===== src/rtl/clken_divider.sv =====
// clken_divider
// -------------
// Multi-channel clock-enable divider. Each channel turns the upstream tick
// (enableIn) into a one-cycle enable pulse once every D ticks. D is the
// channel's programmable divisor, and a divisor of 0 behaves as 1. All
// state changes on the falling edge of clk.
//
// Optional build macro: CLKEN_CASCADE_EN
//   undefined : every channel ticks from enableIn on its own.
//   defined   : channel 0 ticks from enableIn. Channel n>0 ticks from the
//               registered pulse of channel n-1, so the divisors multiply
//               down the chain.
//
// Parameters
//   WIDTH       width of each divisor register and down-counter
//   CHANNELS    number of enable outputs (1..16)
//   DEFAULT_DIV divisor loaded into every channel at reset
//
// Ports
//   clk        block clock (falling-edge active)
//   rst        synchronous, active-low reset
//   enableIn   upstream tick; channels advance only while it is high
//   sync       restarts every channel counter from its divisor
//   load       divisor write strobe
//   load_ch    channel addressed by the write (ignored if >= CHANNELS)
//   load_div   divisor value to write
//   enableOut  registered per-channel enable pulses
module clken_divider #(
   parameter int WIDTH       = 8,
   parameter int CHANNELS    = 4,
   parameter int DEFAULT_DIV = 50
) (
   input  logic                clk,
   input  logic                rst,
   input  logic                enableIn,
   input  logic                sync,
   input  logic                load,
   input  logic [3:0]          load_ch,
   input  logic [WIDTH-1:0]    load_div,
   output logic [CHANNELS-1:0] enableOut
);

   localparam logic [WIDTH-1:0] RESET_DIV = WIDTH'(DEFAULT_DIV);

   // Counter reload value for a divisor: effective divisor minus one.
   // A divisor of 0 counts as 1, so both 0 and 1 reload to 0.
   function automatic logic [WIDTH-1:0] reload_of(input logic [WIDTH-1:0] d);
      return (d == '0) ? '0 : d - WIDTH'(1);
   endfunction

   for (genvar n = 0; n < CHANNELS; n++) begin : g_ch
      logic [WIDTH-1:0] div;
      logic [WIDTH-1:0] cnt;
      logic [WIDTH-1:0] div_next;
      logic             pulse;
      logic             tick;
      logic             hit;

`ifdef CLKEN_CASCADE_EN
      // Chained mode: each channel after the first counts the pulses of
      // its predecessor from the previous edge.
      if (n == 0) begin : g_head
         assign tick = enableIn;
      end else begin : g_tail
         assign tick = enableOut[n-1];
      end
`else
      assign tick = enableIn;
`endif

      // n is always below CHANNELS, so an out-of-range load_ch matches no
      // channel. Such a write therefore changes nothing.
      assign hit      = load && (int'(load_ch) == n);
      assign div_next = hit ? load_div : div;

      // Priority on each edge: reset, then sync, then a load to this
      // channel, then a normal tick. Sync reloads from the post-write
      // divisor, so a same-edge load takes effect immediately. The pulse
      // register is cleared by default, which keeps every pulse one cycle
      // wide.
      always_ff @(negedge clk) begin
         if (!rst) begin
            div   <= RESET_DIV;
            cnt   <= reload_of(RESET_DIV);
            pulse <= 1'b0;
         end else begin
            pulse <= 1'b0;
            div   <= div_next;
            if (sync) begin
               cnt <= reload_of(div_next);
            end else if (hit) begin
               cnt <= reload_of(load_div);
            end else if (tick) begin
               if (cnt == '0) begin
                  cnt   <= reload_of(div);
                  pulse <= 1'b1;
               end else begin
                  cnt <= cnt - WIDTH'(1);
               end
            end
         end
      end

      assign enableOut[n] = pulse;
   end

endmodule


===== config.mk =====
export PLATFORM = sky130hd
export DESIGN_NAME = clken_divider
export DESIGN_NICKNAME = d
export VERILOG_FILES = /design/src/rtl/clken_divider.sv
export SDC_FILE = /design/constraint.sdc
export NUM_CORES = 1
export LEC_CHECK = 0
export BUFFER_PORTS_ARGS = -buffer_cell sky130_fd_sc_hd__buf_2
export CORE_UTILIZATION = 63
export CTS_CLUSTER_DIAMETER = 40
export DETAILED_ROUTE_END_ITERATION = 10
export PLACE_DENSITY = 0.81
export SLEW_MARGIN = 20
export SYNTH_ARGS = -nofsm -noshare
export SYNTH_HDL_FRONTEND = slang
export SYNTH_SLANG_ARGS = --single-unit

===== constraint.sdc =====
create_clock -name clk -period 4.2 [get_ports clk]
set_input_delay 0.84 -clock clk [delete_from_list [all_inputs] [get_ports clk]]
set_output_delay 0.84 -clock clk [all_outputs]
set_load 0.01 [all_outputs]

# Word level (Yosys, flattened, before mapping)
# Index checks and enable logic that the tools add are counted.
# word_totals
in_bits	17
output_inout_bits	4
register_bits	68
elab_cells	89
# op_classes
n_bitwise	2
add_sub_neg	13
n_mux	33
eq_ne	3
n_reduce_logical	26
# op_table
cell	count
$mux W8	29
$logic_not A8 Y1	13
$sub A8 B1 Y8 const B	13
$reduce_or A4 Y1	4
$reduce_bool A3 Y1	4
$eq A4 B3 Y1 const B	2
$eq A4 B2 Y1 const B	1
$logic_and A1 B1 Y1	4
$logic_not A4 Y1	1
$mux W1	4
$not A1 Y1	2

# Logic depth before layout (Yosys ltp)
# logic_depth
word_depth	6
depth_mapped	13
mapped_depth_nobuf	11

==> impl_metrics.toml <==
[clocking]
insertion_delay_ps = 430
cts_buffers = 9
htree_levels = 3
clk_pin_slew_worst_paths_ps = 50
cts_tree = "done"
cts_root_buffer = "clkbuf_8"
clkSinkCount = 68
clockBufferDepth = 2

[timing]
slew_headroom = 0.348
hold_ws_ps = 519
worst_slack_ps = -704
fin_setup_tns_ps = -17320
setup_violations = 32
rsz0062_at_grt = "true"
worst_slew_pin_slew_ps = 969
hold_viol_final = 0
final_max_slew_viol_count = 0
final.setup_skew_ps = 32.4

[global_route]
grtUsageTotal = 0.458
overflow = 0
antenna_found_initial = 0
grt_first_pass_wirelength_mm = 31.2
grt_pass1_vias = 6433
grt_max_degree = 22

[setup_path]
endpoint_kind = "register"
slowest_stage = "and4bb_4"
critPathMostFrequentCell = "buf_6"
startpoint_type = "input pin"
crit_type = "input pin to register"
crit_required_ps = 2440
cpPeakStageDelay_ps = 390
arrival_ps = 3140
crit_chain = "buf_6 -> and4bb_4 -> nand2_4 -> mux2i_4 -> ha_2 -> or3b_4 -> a211oi_2 -> a311o_1 -> buf_6 -> o311a_1 -> a21oi_2"
worstPathMaxFanout = 5
reg2reg_depth = 5

[synthesis]
yosysUniqueCellTypes = 67
ys_top_cells_by_count = "nand2_1, nor2_1, dfxtp_1"
yosysSeqAreaShare = 0.252
synth_area_sq_um = 5410
synth_edf_count = 0
synthArstFlopShare = 0
muxShareOfSynthArea = 0.0449
yosys.area.top_type_share = 0.252
synth_xor_area_frac = 0.0890
synth_compound_area_frac = 0.224
yosys_register_bits = 68
synth_top_cell_by_area = "dfxtp_1"
synth_top_family_by_area = "simple AND/OR/NAND/NOR gates"
yosysMostFrequentCell = "nand2_1"
yosys_warnings = 0
syn_inst = 728
syn-mean-instance-area_sq_um = 7.43
synthAdderAreaFrac = 0.0578
synthesis.nets = 770
synth_flop_cell = "dfxtp_1"
yosys-top-cells-area = "dfxtp_1, nand2_1, xnor2_1"
yosys.area_share.simple = 0.280

[job]
maxCapViolCount = 0

[finish]
drive_gt1_frac = 0.261
design_area_sq_um = 7370
final_util = 0.893
nFillCells = 410
areaGrowthSynthToFinish_pct = 36.2
instances_no_fill = 1022
diodes = 0
layout.nets = 955

[route]
drtPass1Iterations = 6
wl_per_cell_microns = 22.0
routed_via_density = 6.89
ant_nets = 0
drtIter0Drc = 769
wl_mm = 22.5
drc = 0
num_vias = 7040

[placement]
portBuffers = 20
dp_slack_ps = -1110
dp_hpwl_mm = 13.4
dp_cells = 921
dpl_cell_area_sq_um = 6430
place_congestion = 0.965

[outcome]
violations = "negative setup slack"
status = "finished, violations left"

[floorplan]
ioPinCount = 21
core_area_sq_um = 8260
die-area_sq_um = 8960
die_x_microns = 94.7
num_rows = 33
die_height_microns = 94.7
initial_utilization = 0.655

[pwr]
power_mw = 1.99
p_per_area_nw_per_um2 = 270
peakVddDrop_v = 0.000175
p_leak_nw = 3.16

[min_path]
whs_path_depth = 2
hold_path_class = "register to register"
[path summary, 6_finish.rpt]
check,start,end,slack (ps)
min reg2reg,g_ch[1].div[3]$_SDFF_NN0_,g_ch[1].div[3]$_SDFF_NN0_,520
min,g_ch[1].div[3]$_SDFF_NN0_,g_ch[1].div[3]$_SDFF_NN0_,520
max reg2reg,g_ch[0].div[4]$_SDFF_NN1_,g_ch[0].cnt[7]$_SDFFE_NN0P_,1570
max,load_ch[2],g_ch[1].cnt[4]$_SDFFE_NN1P_,-700
[repair_timing]
| action | CTS | global route |
|---|---|---|
| resized for setup | 32 | 29 |
| pin swaps | 31 | 19 |
| gates cloned | 1 | 0 |
| setup buffers | 13 | 5 |
| setup endpoints to repair | 32 | 33 |
| hold buffers | 0 | 0 |
[cells in the final DEF (no fill, tap or decap), types with 4 or more instances in the layout]
cell type  count
nor3b_1        7
nor4_1         6
nand2_1      106
nand2b_1       4
nand2b_4       4
xnor2_1       36
a21oi_1       46
o211ai_1      12
nand4_1        4
nor2_1        70
nor4_2         4
mux2i_4        7
and2_1         7
buf_4        123
o21ai_1        4
mux2i_1       15
o2111ai_1      5
ha_1          18
dfxtp_1       68
nand3_1       21
ha_2           5
xor2_1        19
o21ai_0       35
or3_1          4
o221ai_1      18
a21oi_2        5
inv_1         90
or4_1          5
clkbuf_8       9
buf_6         11
nand3b_1       6
buf_2         17
o22ai_1        6
nor3_1        25
[kinds of logic (layout without fill, tap and decap cells)]
family	after synthesis	in the layout
compound gates	183	183
xor+xnor	55	55
fa+ha+maj	25	25
buf+inv	72	261
flops	68	68
mux	24	24
simple gates	301	301
[layer usage]
metal | wire (microns) | global-route usage | share of wire | up-vias
li1 | - | - | - | 3005
met1 | 7630 | 0.501 | 0.34 | 3199
met2 | 10200 | 0.771 | 0.45 | 613
met3 | 2760 | 0.111 | 0.12 | 223
met4 | 1930 | 0.327 | 0.086 | 0
met5 | 0 | 0 | 0 | -
[power breakdown]
part	switching, mW	internal, mW
Combinational	0.238	0.185
Sequential	0.0348	0.673
Clock	0.502	0.356
Total	0.775	1.21
[flip-flops by register name (all words and copies together), names as in the netlist]
| name | count |
|---|---|
| g_ch.div | 32 |
| g_ch.cnt | 32 |
| g_ch.pulse | 4 |
[cell type report]
cell class	count	area (sq um)	area share
Tap cell	105	131	0.0178
Multi-Input combinational cell	588	4170	0.566
Clock inverter	74	317	0.0429
Clock buffer	9	124	0.0168
Timing Repair Buffer	153	1170	0.159
Inverter	25	93.8	0.0127
Sequential cell	68	1360	0.185
[worst max-delay path, delay by kind of cell]
family                   cells  cell delay (ps)
AO/OA/AOI/OAI                4              920
adder cells (fa/ha/maj)      1              200
buffers and inverters        2              250
multiplexers                 1              200
AND/OR/NAND/NOR              3              720
Note: power is estimated with default switching activity, not from simulation.
